File: src/rtl/gt_ctrl_pkg.sv
// Shared definitions for the bit-serial arithmetic-unit controllers:
// FSM state encodings and the parameter legality check.
package gt_ctrl_pkg;

  typedef enum logic [1:0] {
    ST_IDLE = 2'd0,
    ST_RUN  = 2'd1,
    ST_DONE = 2'd2
  } gt_state_e;

  // Legal when BPC is a power of two up to 16 that divides a width of at least 2.
  function automatic bit bpc_legal(input int width, input int bpc);
    bit bpc_ok;
    bpc_ok = (bpc == 1) || (bpc == 2) || (bpc == 4) || (bpc == 8) || (bpc == 16);
    return bpc_ok && (width >= 2) && ((width % bpc) == 0);
  endfunction

endpackage

File: src/rtl/gt_serial_cell.sv
// One bit of the serial B-A subtract-compare; the MSB cell resolves the sign
// and produces the final A > B result.
module gt_serial_cell (
  input  logic a,
  input  logic b,
  input  logic borrow_in,
  input  logic is_msb,
  output logic borrow_out,
  output logic gt
);

  assign borrow_out = (~b & a) | (~(a ^ b) & borrow_in);
  // Differing sign bits decide directly: B negative means A is greater.
  assign gt = is_msb ? ((a != b) ? b : borrow_in) : borrow_out;

endmodule

File: src/rtl/gt_int_serial_ctrl.sv
// Sequencer for a bit-serial signed A > B compare: accepts an operand pair,
// walks it LSB-first BPC bits per cycle, and returns Y on a valid/ready port.
module gt_int_serial_ctrl
  import gt_ctrl_pkg::*;
#(
  parameter int WIDTH = 16,
  parameter int BPC   = 1
) (
  input  logic             clk,
  input  logic             rst,
  input  logic             in_valid,
  output logic             in_ready,
  input  logic [WIDTH-1:0] A,
  input  logic [WIDTH-1:0] B,
  output logic             out_valid,
  input  logic             out_ready,
  output logic             Y,
  output logic             busy,
  output logic [1:0]       state_dbg
);

  // Handshakes: a transfer happens on a rising edge where valid and ready are
  // both high; the source holds valid and data stable until that edge.

  localparam int N  = WIDTH / BPC;
  localparam int CW = $clog2(N) + 1;

  if (!bpc_legal(WIDTH, BPC)) begin : g_bad_param
    $error("gt_int_serial_ctrl: illegal WIDTH=%0d / BPC=%0d", WIDTH, BPC);
  end

  gt_state_e        state_q, state_d;
  logic [CW-1:0]    cnt_q;
  logic [WIDTH-1:0] a_sh, b_sh;
  logic             borrow_q;
  logic             y_q;

  logic             last_chunk;
  logic [BPC:0]     chain;
  logic [BPC-1:0]   gt_bit;
  logic [BPC-1:0]   msb_vec;
  logic             y_sel;

  assign last_chunk = (cnt_q == CW'(N - 1));
  assign chain[0]   = borrow_q;
  // Only the top cell of the final chunk sees the sign bits.
  assign msb_vec    = last_chunk ? (BPC'(1) << (BPC - 1)) : '0;
  assign y_sel      = |(gt_bit & msb_vec);

  for (genvar j = 0; j < BPC; j++) begin : g_cell
    gt_serial_cell u_cell (
      .a          (a_sh[j]),
      .b          (b_sh[j]),
      .borrow_in  (chain[j]),
      .is_msb     (msb_vec[j]),
      .borrow_out (chain[j+1]),
      .gt         (gt_bit[j])
    );
  end

  always_ff @(posedge clk or posedge rst) begin
    if (rst) state_q <= ST_IDLE;
    else     state_q <= state_d;
  end

  always_comb begin
    state_d = state_q;
    case (state_q)
      ST_IDLE: if (in_valid)   state_d = ST_RUN;
      ST_RUN:  if (last_chunk) state_d = ST_DONE;
      ST_DONE: if (out_ready)  state_d = ST_IDLE;
      default:                 state_d = ST_IDLE;
    endcase
  end

  always_ff @(posedge clk or posedge rst) begin
    if (rst) begin
      cnt_q    <= '0;
      a_sh     <= '0;
      b_sh     <= '0;
      borrow_q <= 1'b0;
      y_q      <= 1'b0;
    end else if (state_q == ST_IDLE && in_valid) begin
      cnt_q    <= '0;
      a_sh     <= A;
      b_sh     <= B;
      borrow_q <= 1'b0;
    end else if (state_q == ST_RUN) begin
      cnt_q    <= cnt_q + CW'(1);
      a_sh     <= a_sh >> BPC;
      b_sh     <= b_sh >> BPC;
      borrow_q <= chain[BPC];
      if (last_chunk) y_q <= y_sel;
    end
  end

  assign in_ready  = (state_q == ST_IDLE);
  assign out_valid = (state_q == ST_DONE);
  assign busy      = (state_q != ST_IDLE);
  assign Y         = y_q;
  assign state_dbg = state_q;

endmodule

File: config.mk
export PLATFORM = sky130hd
export DESIGN_NAME = gt_int_serial_ctrl
export DESIGN_NICKNAME = d
export VERILOG_FILES = /design/src/rtl/gt_ctrl_pkg.sv /design/src/rtl/gt_serial_cell.sv /design/src/rtl/gt_int_serial_ctrl.sv
export SDC_FILE = /design/constraint.sdc
export NUM_CORES = 1
export LEC_CHECK = 0
export ABC_AREA = 1
export CORE_UTILIZATION = 49
export DETAILED_ROUTE_END_ITERATION = 7
export GPL_ROUTABILITY_DRIVEN = 0
export GPL_TIMING_DRIVEN = 0
export PLACE_DENSITY = 0.86
export SYNTH_ARGS = -nofsm -noshare
export SYNTH_HDL_FRONTEND = slang
export SYNTH_SLANG_ARGS = --single-unit
File: constraint.sdc
create_clock -name clk -period 1.7 [get_ports clk]
set_input_delay 0.255 -clock clk [delete_from_list [all_inputs] [get_ports clk]]
set_output_delay 0.255 -clock clk [all_outputs]
set_load 0.005 [all_outputs]
Word-level counts from Yosys, hierarchy flattened. Index checks and enable logic that the tools add are counted.

Bits of input ports: 36. Bits in registers: 41. Output and inout bits: 6. Logic and storage cells: 43.

Equality and inequality tests: 7. $add $sub $neg: 1. Bitwise logic cells: 8. Muxes and demuxes: 15. Reductions and logical operators: 6.

Operator list (count): $mux W16 (4); $mux W5 (2); $mux W2 (3); $pmux W2 S3 (1); $reduce_and A3 Y1 (2); $add A5 B1 Y5 const B (1); $eq A5 B4 Y1 const B (1); $mux W1 (5); $ne A2 B2 Y1 const B (2); $reduce_bool A2 Y1 (2); $and A1 B1 Y1 (3); $not A1 Y1 (3); $eq A2 B1 Y1 const B (1); $eq A2 B2 Y1 const B (1); $logic_not A2 Y1 (1); $ne A2 B1 Y1 const B (1); $logic_and A1 B1 Y1 (1); $ne A1 B1 Y1 (1); $or A1 B1 Y1 (1); $xor A1 B1 Y1 (1).

Logic depth before layout (Yosys ltp). Gate-level depths: netlist of run 1.

Depth after elaboration: 6. Gate-level depth with buffers: 6.

Hierarchy. Synthesis of run 1 repeated with hierarchy kept, for this count alone.

Cell total of the unflattened synthesis: 229. Area, all modules: 1949.4 um2.

By module, submodules not included: gt_int_serial_ctrl (area each 1900.6 um2, times used 1, cells each 219); gt_serial_cell (area each 48.8 um2, times used 1, cells each 10).

Worst setup path after synthesis of run 1. Ideal clock, no wire load.

Path type: reg2reg. Start point: reg cnt_q[0]. End point: reg cnt_q[4]. Slack: 460 ps. Cell stages (with the launch flop): 5. Buffers on the path: 0. Required time: 1617 ps. Arrival time: 1157 ps. Setup time: 83 ps. Path through: dfrtp_1 ha_1 and3_1 ha_1 o21ai_0.

Cells in the longest elaborated chain, start to end: 3.

Ends and longest elaborated chain: from (decl) (line gt_int_serial_ctrl.sv:33) `logic [CW-1:0] cnt_q;`; from (signal assigned) (line gt_int_serial_ctrl.sv:89) `cnt_q <= cnt_q + CW'(1);`; $add A5 B1 Y5 (line gt_int_serial_ctrl.sv:89); $mux W5 (line gt_int_serial_ctrl.sv:88) `end else if (state_q == ST_RUN) begin`; $mux W5 (line gt_int_serial_ctrl.sv:83) `end else if (state_q == ST_IDLE && in_valid) begin`.

No other way between the ends. The select of a mux whose other input is x is not followed. A chain may end at the register's enable or synchronous reset.

Worst setup path in the final report of run 1.
Start point: reg state_q[0] (netlist: state_dbg[0]). End point: out in_ready.

Cells in the longest elaborated chain, start to end: 1.

Ends and longest elaborated chain: from (decl) (line gt_int_serial_ctrl.sv:32) `gt_state_e state_q, state_d;`; from (signal assigned) (line gt_int_serial_ctrl.sv:63) `else state_q <= state_d;`; $logic_not A2 Y1 (line gt_int_serial_ctrl.sv:97) `assign in_ready = (state_q == ST_IDLE);`; to (decl) (line gt_int_serial_ctrl.sv:12) `output logic in_ready,`.

No other way between the ends.

==> results of run 1 <==
==> per-stage QoR <==
step	utilization	instances	area [um2]	setup WS (ps)	TNS, ps
floorplan	-	223	1830	460	0
global placement	0.667	310	2290	-311	-12740
detailed placement	0.667	310	2290	65.3	0
CTS	0.697	318	2400	13.9	0
global route	0.702	319	2420	7.11	0
finish	0.702	319	2420	55.0	0
==> per-layer routing <==
metal | share of wire | up-vias | routed length [um]
met4 | 0.020 | 0 | 72
li1 | - | 800 | -
met1 | 0.47 | 722 | 1710
met5 | 0 | - | 0
met3 | 0.047 | 8 | 174
met2 | 0.47 | 34 | 1720
==> flip-flops by register name, indices dropped and copies added, names as in the netlist <==
| signal | count |
|---|---|
| a_sh | 16 |
| b_sh | 16 |
| cnt_q | 5 |
| state_dbg | 2 |
| Y | 1 |
| borrow_q | 1 |
==> layout make-up <==
type | instances | area [um2] | area share
multi-input cells | 163 | 718 | 0.297
well taps | 46 | 57.6 | 0.0238
flip-flops and latches | 41 | 1030 | 0.426
clock buffers | 7 | 96.3 | 0.0399
inverters | 10 | 37.5 | 0.0155
repair buffers | 42 | 420 | 0.174
plain buffers | 9 | 52.6 | 0.0218
clock inverters | 1 | 5.00 | 0.00207
==> worst register-to-register path, stage by stage (launching register included) <==
cell and delay, ps:
dfrtp_2 460, o21ai_2 380, buf_2 310, nand2_1 100, nand3_1 110
==> power by group <==
group | internal (mW) | switching, mW | total (mW)
clock | 0.367 | 0.323 | 0.689
sequential | 1.36 | 0.228 | 1.59
combinational | 0.531 | 0.630 | 1.16
total | 2.26 | 1.18 | 3.44
==> layout by cell type, fill, tap and decap left out, drive strengths merged <==
cell type / instances
clkdlybuf4s50: 40
a21oi: 1
dfrtp: 41
nor2: 4
nand2: 113
ha: 3
clkinv: 1
xnor2: 1
inv: 10
o31ai: 1
o21ai: 7
clkbuf: 7
dlymetal6s2s: 1
nand3: 32
buf: 10
and3: 1
==> repair_timing <==
item | in CTS | in global routing
gates resized for setup | 2 | 3
endpoints found under the setup margin | 3 | 3
pin swaps | 0 | 0
setup buffers | 0 | 1
hold endpoints to repair | 0 | 0
==> worst max-delay path by stage <==
stage            startpoint   endpoint  slack [ps]  depth (start not counted)
2_1_floorplan      cnt_q[0]   cnt_q[4]         460                          4
3_3_place_gp            rst    a_sh[4]        -310                          2
3_5_place_dp       in_valid   b_sh[11]          70                          5
4_1_cts        state_dbg[1]  out_valid          10                          3
5_1_grt        state_dbg[0]   in_ready           7                          2
6_report       state_dbg[0]   in_ready          60                          2
==> cell families after synthesis <==
kind of cell / after synthesis
simple gates: 150
xor+xnor: 1
flops: 41
buf+inv: 19
compound gates: 9
fa+ha+maj: 3
==> impl_metrics.ini, run 1 <==
[timing]
maxSlewHeadroom = 0.452
worst_slew_pin_slew_ps = 820
worst_hold_slack_ps = 440
rsz0062_at_grt = false
drv_slew = 0
fmax_ghz = 0.608
hold_violations = 0
finClkSkew_ps = 6.81
setup_viol = 0
fin_crit_ps = 1640
finalCritPeriodShare = 0.968

[power_and_ir_drop]
power.total_mw = 3.44
p_leak_nw = 1.20
power_density_nw_per_um2 = 1420
irDropWorstVdd_mv = 0.877

[synthesis]
synth_fa_ha_area_frac = 0.0205
synthCells = 223
synth-seq-cells = 41
syn-cell-area_um2 = 1830
synth_commonest_cells = nand2_1, dfrtp_1, nand3_1, inv_1, buf_2
yosysWarnings = 0
async_reset_ff_frac = 1.00
muxShareOfSynthArea = 0
synth_top_family_by_area = simple AND/OR/NAND/NOR gates
synth-edff-count = 0
synth-compound-area-share = 0.0281
syn-num-nets = 262
seq_area_frac_synth = 0.562
synth-simple-area-share = 0.336
avgSynthCellArea_um2 = 8.19
yosysTopAreaCell = dfrtp_1
synth.distinct_cells = 17
synth_area_leaders = dfrtp_1, nand2_1, nand3_1, ha_1, inv_1
dominantRegCellSynth = dfrtp_1
yosys.area.top_type_share = 0.562
yosysMostFrequentCell = nand2_1
synthXorXnorAreaFrac = 0.00479

[placed_design]
hpwlAfterDp_um = 2550
port_buffers = 41

[floorplanning]
io_pins = 42
initial_core_util = 0.531
die_w_um = 63.1
die_h_um = 63.1
row_count = 21
core_area_um2 = 3440
die_area_um2 = 3980

[outcome]
status = completed

[route]
drtPass1Iterations = 4
vias_per_cell = 4.90
vias = 1564
wl_per_cell_um = 11.5
wl_um = 3680
ant_nets = 0
drc = 0
drtIter0Drc = 112

[worst_hold_path]
min_path_type = input pin to asynchronous set/reset pin

[global_routing]
grt_usage = 0.208
grt_pass1_vias = 1461
gr-usage-met2 = 0.312
grt_remaining_overflow = 0
grt_util_met1 = 0.278
grt_max_degree = 42
grt.busiest_layer = met2
grt.met3_usage = 0.0598
antenna_found_initial = 0
grt_first_pass_wirelength_um = 6330

[finish]
diodes = 0
drive_gt1_frac = 0.0916
finalNetCount = 311
area_delta_synth_final_pct = 32.3
num-fill-cells = 286

[clocking]
cts.reportedPaths.clkPinSlew_ps = 80
hold_buffers = 0
cts_buffers = 5
cts_tree = done
clock_sinks = 41
cts_root_buf = clkbuf_8
clkLatencyLatePin_ps = 300
h-tree-depth = 2
clockBufferDepth = 2

[setup_path]
crit_arrival_ps = 1390
rrSetupSlack_ps = 270
timing.critical_path.buf_inv = 1
crit_path_end_kind = output pin
path_cells = nor2_4, clkdlybuf4s50_1
reg2reg_from = state_dbg[0]
cp.required_ps = 1440
slowest_delay_ps = 500
critical_path_class = flop to output pin
r2r_cells = 4
critPathLaunchType = flop
worst_r2r_endpoint = b_sh[11]
crit_fanout = 6
critPathTopFamily = buffers and inverters
cp_slowest_cell = clkdlybuf4s50_1

[job]
maxCapViolations = 0
Note: power is estimated with default switching activity, not from simulation.
==> run 2, diff against run 1 <==
--- a/config.mk
+++ b/config.mk
@@ -11,6 +11,7 @@
 export GPL_ROUTABILITY_DRIVEN = 0
 export GPL_TIMING_DRIVEN = 0
 export PLACE_DENSITY = 0.86
+export REMOVE_ABC_BUFFERS = 1
 export SYNTH_ARGS = -nofsm -noshare
 export SYNTH_HDL_FRONTEND = slang
 export SYNTH_SLANG_ARGS = --single-unit
==> run 2 against run 1 <==
Against the previous run:
- clock-buffer cell count unchanged
- clock skew about the same
- wire length down 4.0%
- total power down 3.0%
- hold slack worse by 1.6 ps
- register-to-register slack worse by 120 ps
- sequential share of layout area up 0.97 points
- cell area down 2.2%
- critical path depth unchanged
- die area unchanged
- fmax down 0.27%
- combinational power down 3%
- highest routed layer unchanged
==> impl_metrics.ini, run 2 (synthesized netlist as in run 1, its figures left out) <==
[clocking]
clockBufferDepth = 2
hold_buffers = 0
cts_buffers = 5
clock_sinks = 41
clkLatencyLatePin_ps = 290
h-tree-depth = 2
cts_root_buf = clkbuf_8
cts_tree = done
cts.reportedPaths.clkPinSlew_ps = 80

[placed_design]
pre_cts_ws_ps = -386
hpwlAfterDp_um = 2070
post_dp_cell_area_um2 = 2240
port_buffers = 41

[global_routing]
grt_pass1_vias = 1384
grt_usage = 0.190
antenna_found_initial = 0
grt_first_pass_wirelength_um = 5920
grt_remaining_overflow = 0
grt_max_degree = 42

[power_and_ir_drop]
irDropWorstVdd_mv = 0.647
power.total_mw = 3.33
p_leak_nw = 1.15
power_density_nw_per_um2 = 1410

[route]
drtPass1Iterations = 4
wl_um = 3530
vias_per_cell = 4.93
drc = 0
vias = 1528
drtIter0Drc = 106
wl_per_cell_um = 11.4
ant_nets = 0

[finish]
final_cell_mix = nand2_1, clkdlybuf4s50_1, dfrtp_1, nand3_1, inv_1
drive_gt1_frac = 0.0606
final_common_cell = nand2_1
finish.utilization = 0.686
num-fill-cells = 294
finalNetCount = 303
seqCellArea_um2 = 1030
postLayoutCellArea_um2 = 2360
diodes = 0
area_delta_synth_final_pct = 29.3
multiInputGateArea_um2 = 732
largest_registers = a_sh: 16 flops, b_sh: 16 flops, cnt_q: 5 flops

[timing]
setup_viol = 0
finClkSkew_ps = 7.10
setup_tns_ps = 0
fmax_ghz = 0.606
layout_setup_ws_ps = 50.7
finalCritPeriodShare = 0.970
maxSlewHeadroom = 0.410
hold_violations = 0
worst_slew_pin_slew_ps = 881
drv_slew = 0
fin_crit_ps = 1650

[setup_path]
crit_end = in_ready
crit_path_end_kind = output pin
r2r_cells = 4
worst_r2r_endpoint = cnt_q[1]
rrSetupSlack_ps = 150
critical_path_class = flop to output pin
crit_fanout = 5
crit_start = state_dbg[1]
cp.required_ps = 1440
critPathLaunchType = flop
reg2reg_from = state_dbg[0]
crit_arrival_ps = 1390

[floorplanning]
initial_core_util = 0.531
core_area_um2 = 3440
die_area_um2 = 3980
io_pins = 42
die_w_um = 63.1
die_h_um = 63.1
row_count = 21

[outcome]
status = completed

[job]
maxCapViolations = 0

[worst_hold_path]
min_path_type = input pin to asynchronous set/reset pin
## run 2: area by class of cell
type | instances | share of cell area
Tap cell | 46 | 0.0244
Sequential cell | 41 | 0.435
Timing Repair Buffer | 42 | 0.178
Inverter | 10 | 0.0159
Clock buffer | 7 | 0.0365
Multi-Input combinational cell | 164 | 0.310
## run 2: repair_timing
action	4_1_cts	5_1_grt
cloned	0	1
endpoints found under the hold margin	0	0
pin swaps	0	3
setup endpoints to repair	39	12
resized for setup	4	3
setup buffers	0	1
## run 2: how the worst min path moves through the flow
| stage | to | slack (ps) |
|---|---|---|
| floorplan | state_dbg[1] | 350 |
| global placement | b_sh[15] | 470 |
| detailed placement | cnt_q[4] | 470 |
| CTS | state_dbg[1] | 470 |
| global route | cnt_q[4] | 510 |
| finish | Y | 440 |
## run 2: worst max-delay path, stage by stage, from the launching register on
cell,delay [ps]
dfrtp_2,470
nor2_4,130
clkdlybuf4s50_1,500
## run 2: stage by stage
| step | hold WS, ps | instances |
|---|---|---|
| 2_1_floorplan | 352 | 214 |
| 3_3_place_gp | 465 | 301 |
| 3_5_place_dp | 475 | 301 |
| 4_1_cts | 475 | 308 |
| 5_1_grt | 508 | 310 |
| 6_report | 439 | 310 |
## run 2: power breakdown
part	total [mW]	switching [mW]	internal, mW
clock	0.629	0.307	0.322
combinational	1.12	0.633	0.487
sequential	1.58	0.227	1.36
total	3.33	1.17	2.17
## run 2: routing by layer
metal / GRT usage / vias to the layer above / share of wire
met5: 0 / - / 0
met4: 0.0640 / 0 / 0.012
met3: 0.0580 / 5 / 0.059
met2: 0.301 / 40 / 0.44
met1: 0.246 / 701 / 0.49
li1: - / 782 / -
==> run 3, diff against run 2 <==
--- a/config.mk
+++ b/config.mk
@@ -6,12 +6,13 @@
 export NUM_CORES = 1
 export LEC_CHECK = 0
 export ABC_AREA = 1
-export CORE_UTILIZATION = 49
+export CORE_UTILIZATION = 50
 export DETAILED_ROUTE_END_ITERATION = 7
 export GPL_ROUTABILITY_DRIVEN = 0
 export GPL_TIMING_DRIVEN = 0
-export PLACE_DENSITY = 0.86
+export PLACE_DENSITY = 0.87
 export REMOVE_ABC_BUFFERS = 1
 export SYNTH_ARGS = -nofsm -noshare
 export SYNTH_HDL_FRONTEND = slang
+export SYNTH_HIERARCHICAL = 1
 export SYNTH_SLANG_ARGS = --single-unit
==> run 3 against run 2 <==
Against the previous run:
- worst setup slack better by 24 ps
- via count grew 2.8%
- combinational power up 11%
- first-iteration DRC count fell by 42%
- die area rose by 4.4%
- clock power up 30%
- fmax up 1.5%
- sequential share of layout area down 2.1 points
- synthesized area grew 6.7%
- clock-buffer cell count did not move
- cell area rose by 5.2%
- critical endpoint is now busy
- highest routed layer unchanged
==> impl_metrics.ini, run 3 <==
[global_routing]
grt_pass1_vias = 1609
grt_max_degree = 42
antenna_found_initial = 0
grt_usage = 0.212
grt_first_pass_wirelength_um = 6750
grt_remaining_overflow = 0

[route]
wl_um = 3810
ant_nets = 0
drtPass1Iterations = 4
drc = 0
vias_per_cell = 4.94
vias = 1571
drtIter0Drc = 61
wl_per_cell_um = 12.0

[synthesis]
synth_commonest_cells = nand2_1, dfrtp_1, nand3_1, nand3_2, inv_1
yosysWarnings = 6
async_reset_ff_frac = 1.00
yosysTopAreaCell = dfrtp_1
yosys.area.top_type_share = 0.526
dominantRegCellSynth = dfrtp_1
synthCells = 229
synth-edff-count = 0
syn-cell-area_um2 = 1950
avgSynthCellArea_um2 = 8.51
synth-seq-cells = 41
synth_area_leaders = dfrtp_1, nand2_1, nand3_2, nand3_1, inv_1
yosysMostFrequentCell = nand2_1
synth.distinct_cells = 19
seq_area_frac_synth = 0.526

[setup_path]
rrSetupSlack_ps = 120
crit_fanout = 4
critical_path_class = flop to output pin
crit_arrival_ps = 1370
cp.required_ps = 1440
crit_path_end_kind = output pin
critPathLaunchType = flop

[timing]
setup_viol = 0
finalCritPeriodShare = 0.956
rsz0062_at_grt = true
drv_slew = 0
worst_hold_slack_ps = 453
fin_crit_ps = 1630
finClkSkew_ps = 12.8
worst_slew_pin_slew_ps = 914
maxSlewHeadroom = 0.388
fmax_ghz = 0.615
layout_setup_ws_ps = 75.0
hold_violations = 0

[clocking]
clockBufferDepth = 2
cts.reportedPaths.clkPinSlew_ps = 80
cts_buffers = 5
clkLatencyLatePin_ps = 300
cts_root_buf = clkbuf_8
clock_sinks = 41
hold_buffers = 0
h-tree-depth = 2
cts_tree = done

[floorplanning]
io_pins = 42
die_area_um2 = 4150
die_h_um = 64.4
row_count = 22
core_area_um2 = 3690
die_w_um = 64.4
initial_core_util = 0.528

[power_and_ir_drop]
power.total_mw = 3.66
irDropWorstVdd_mv = 0.626
p_int_mw = 2.39
switching_share = 0.347
pwr-share-comb = 0.339
power_density_nw_per_um2 = 1470
sequentialPowerShare = 0.437
p_leak_nw = 1.27
clkPwrFrac = 0.224
netSwitchingPower_mw = 1.27

[finish]
num-fill-cells = 309
largest_registers = a_sh: 16 flops, b_sh: 16 flops, cnt_q: 5 flops
final_common_cell = nand2_1
area_delta_synth_final_pct = 27.5
finalNetCount = 308
drive_gt1_frac = 0.122
final_cell_mix = nand2_1, dfrtp_1, clkdlybuf4s50_1, nand3_1, nand3_2
finish.utilization = 0.674
diodes = 0

[worst_hold_path]
min_path_type = input pin to asynchronous set/reset pin

[placed_design]
port_buffers = 41
pre_cts_ws_ps = -152
hpwlAfterDp_um = 2440

[outcome]
status = completed

[job]
maxCapViolations = 0
-- run 3: cell families after synthesis --
family,Yosys count,synth area share
compound gates,6,0.0225
xor+xnor,1,0.00449
fa+ha+maj,3,0.0193
buf+inv,22,0.0616
flops,41,0.526
simple gates,156,0.366
-- run 3: power groups by stage --
stage | sequential [mW] | combinational (mW) | clock (mW)
5_1_grt | 1.65 | 1.42 | 0.869
3_3_place_gp | 1.59 | 1.18 | 0
4_1_cts | 1.60 | 1.25 | 0.824
6_report | 1.60 | 1.24 | 0.818
3_5_place_dp | 1.60 | 1.24 | 0
2_1_floorplan | 1.56 | 0.871 | 0
-- run 3: worst paths after layout --
| kind | from | to | cells past startpoint |
|---|---|---|---|
| setup / recovery | state_dbg[1] | busy | 3 |
| hold / removal | rst | cnt_q[4] | 2 |
| setup reg to reg | state_dbg[0] | b_sh[0] | 3 |
| hold reg to reg | Y | Y | 2 |
| max in group asynchronous | rst | state_dbg[1] | 2 |
| min in group clk | Y | Y | 2 |
-- run 3: critical path, stage by stage, from the launching register on --
cell	delay (ps)
dfrtp_2	470
nor2_4	130
inv_1	40
clkdlybuf4s50_1	440
-- run 3: layout make-up --
cell class / count / area (um2) / area share
clock buffers: 7 / 86.3 / 0.0347
clock inverters: 1 / 30.0 / 0.0121
inverters: 13 / 48.8 / 0.0196
multi-input cells: 166 / 808 / 0.325
flip-flops and latches: 41 / 1030 / 0.414
well taps: 48 / 60.1 / 0.0242
repair buffers: 42 / 423 / 0.170
-- run 3: through the flow --
step	instance area, um2	setup TNS, ps	std cells
6_report	2480	0	318
5_1_grt	2480	-63.1	318
4_1_cts	2470	0	317
3_5_place_dp	2350	-3300	309
3_3_place_gp	2350	-15910	309
2_1_floorplan	1880	0	220
-- run 3: repair_timing --
item,4_1_cts,5_1_grt
buffers inserted,0,1
endpoints found under the setup margin,5,22
gates resized for setup,3,4
pin swaps,0,2
-- run 3: per-layer routing --
layer,vias to the layer above,track usage,part of all wire
met2,43,0.392,0.51
met4,0,0.0833,0.013
met3,5,0.0440,0.040
met1,728,0.237,0.44
li1,795,-,-
met5,-,0,0
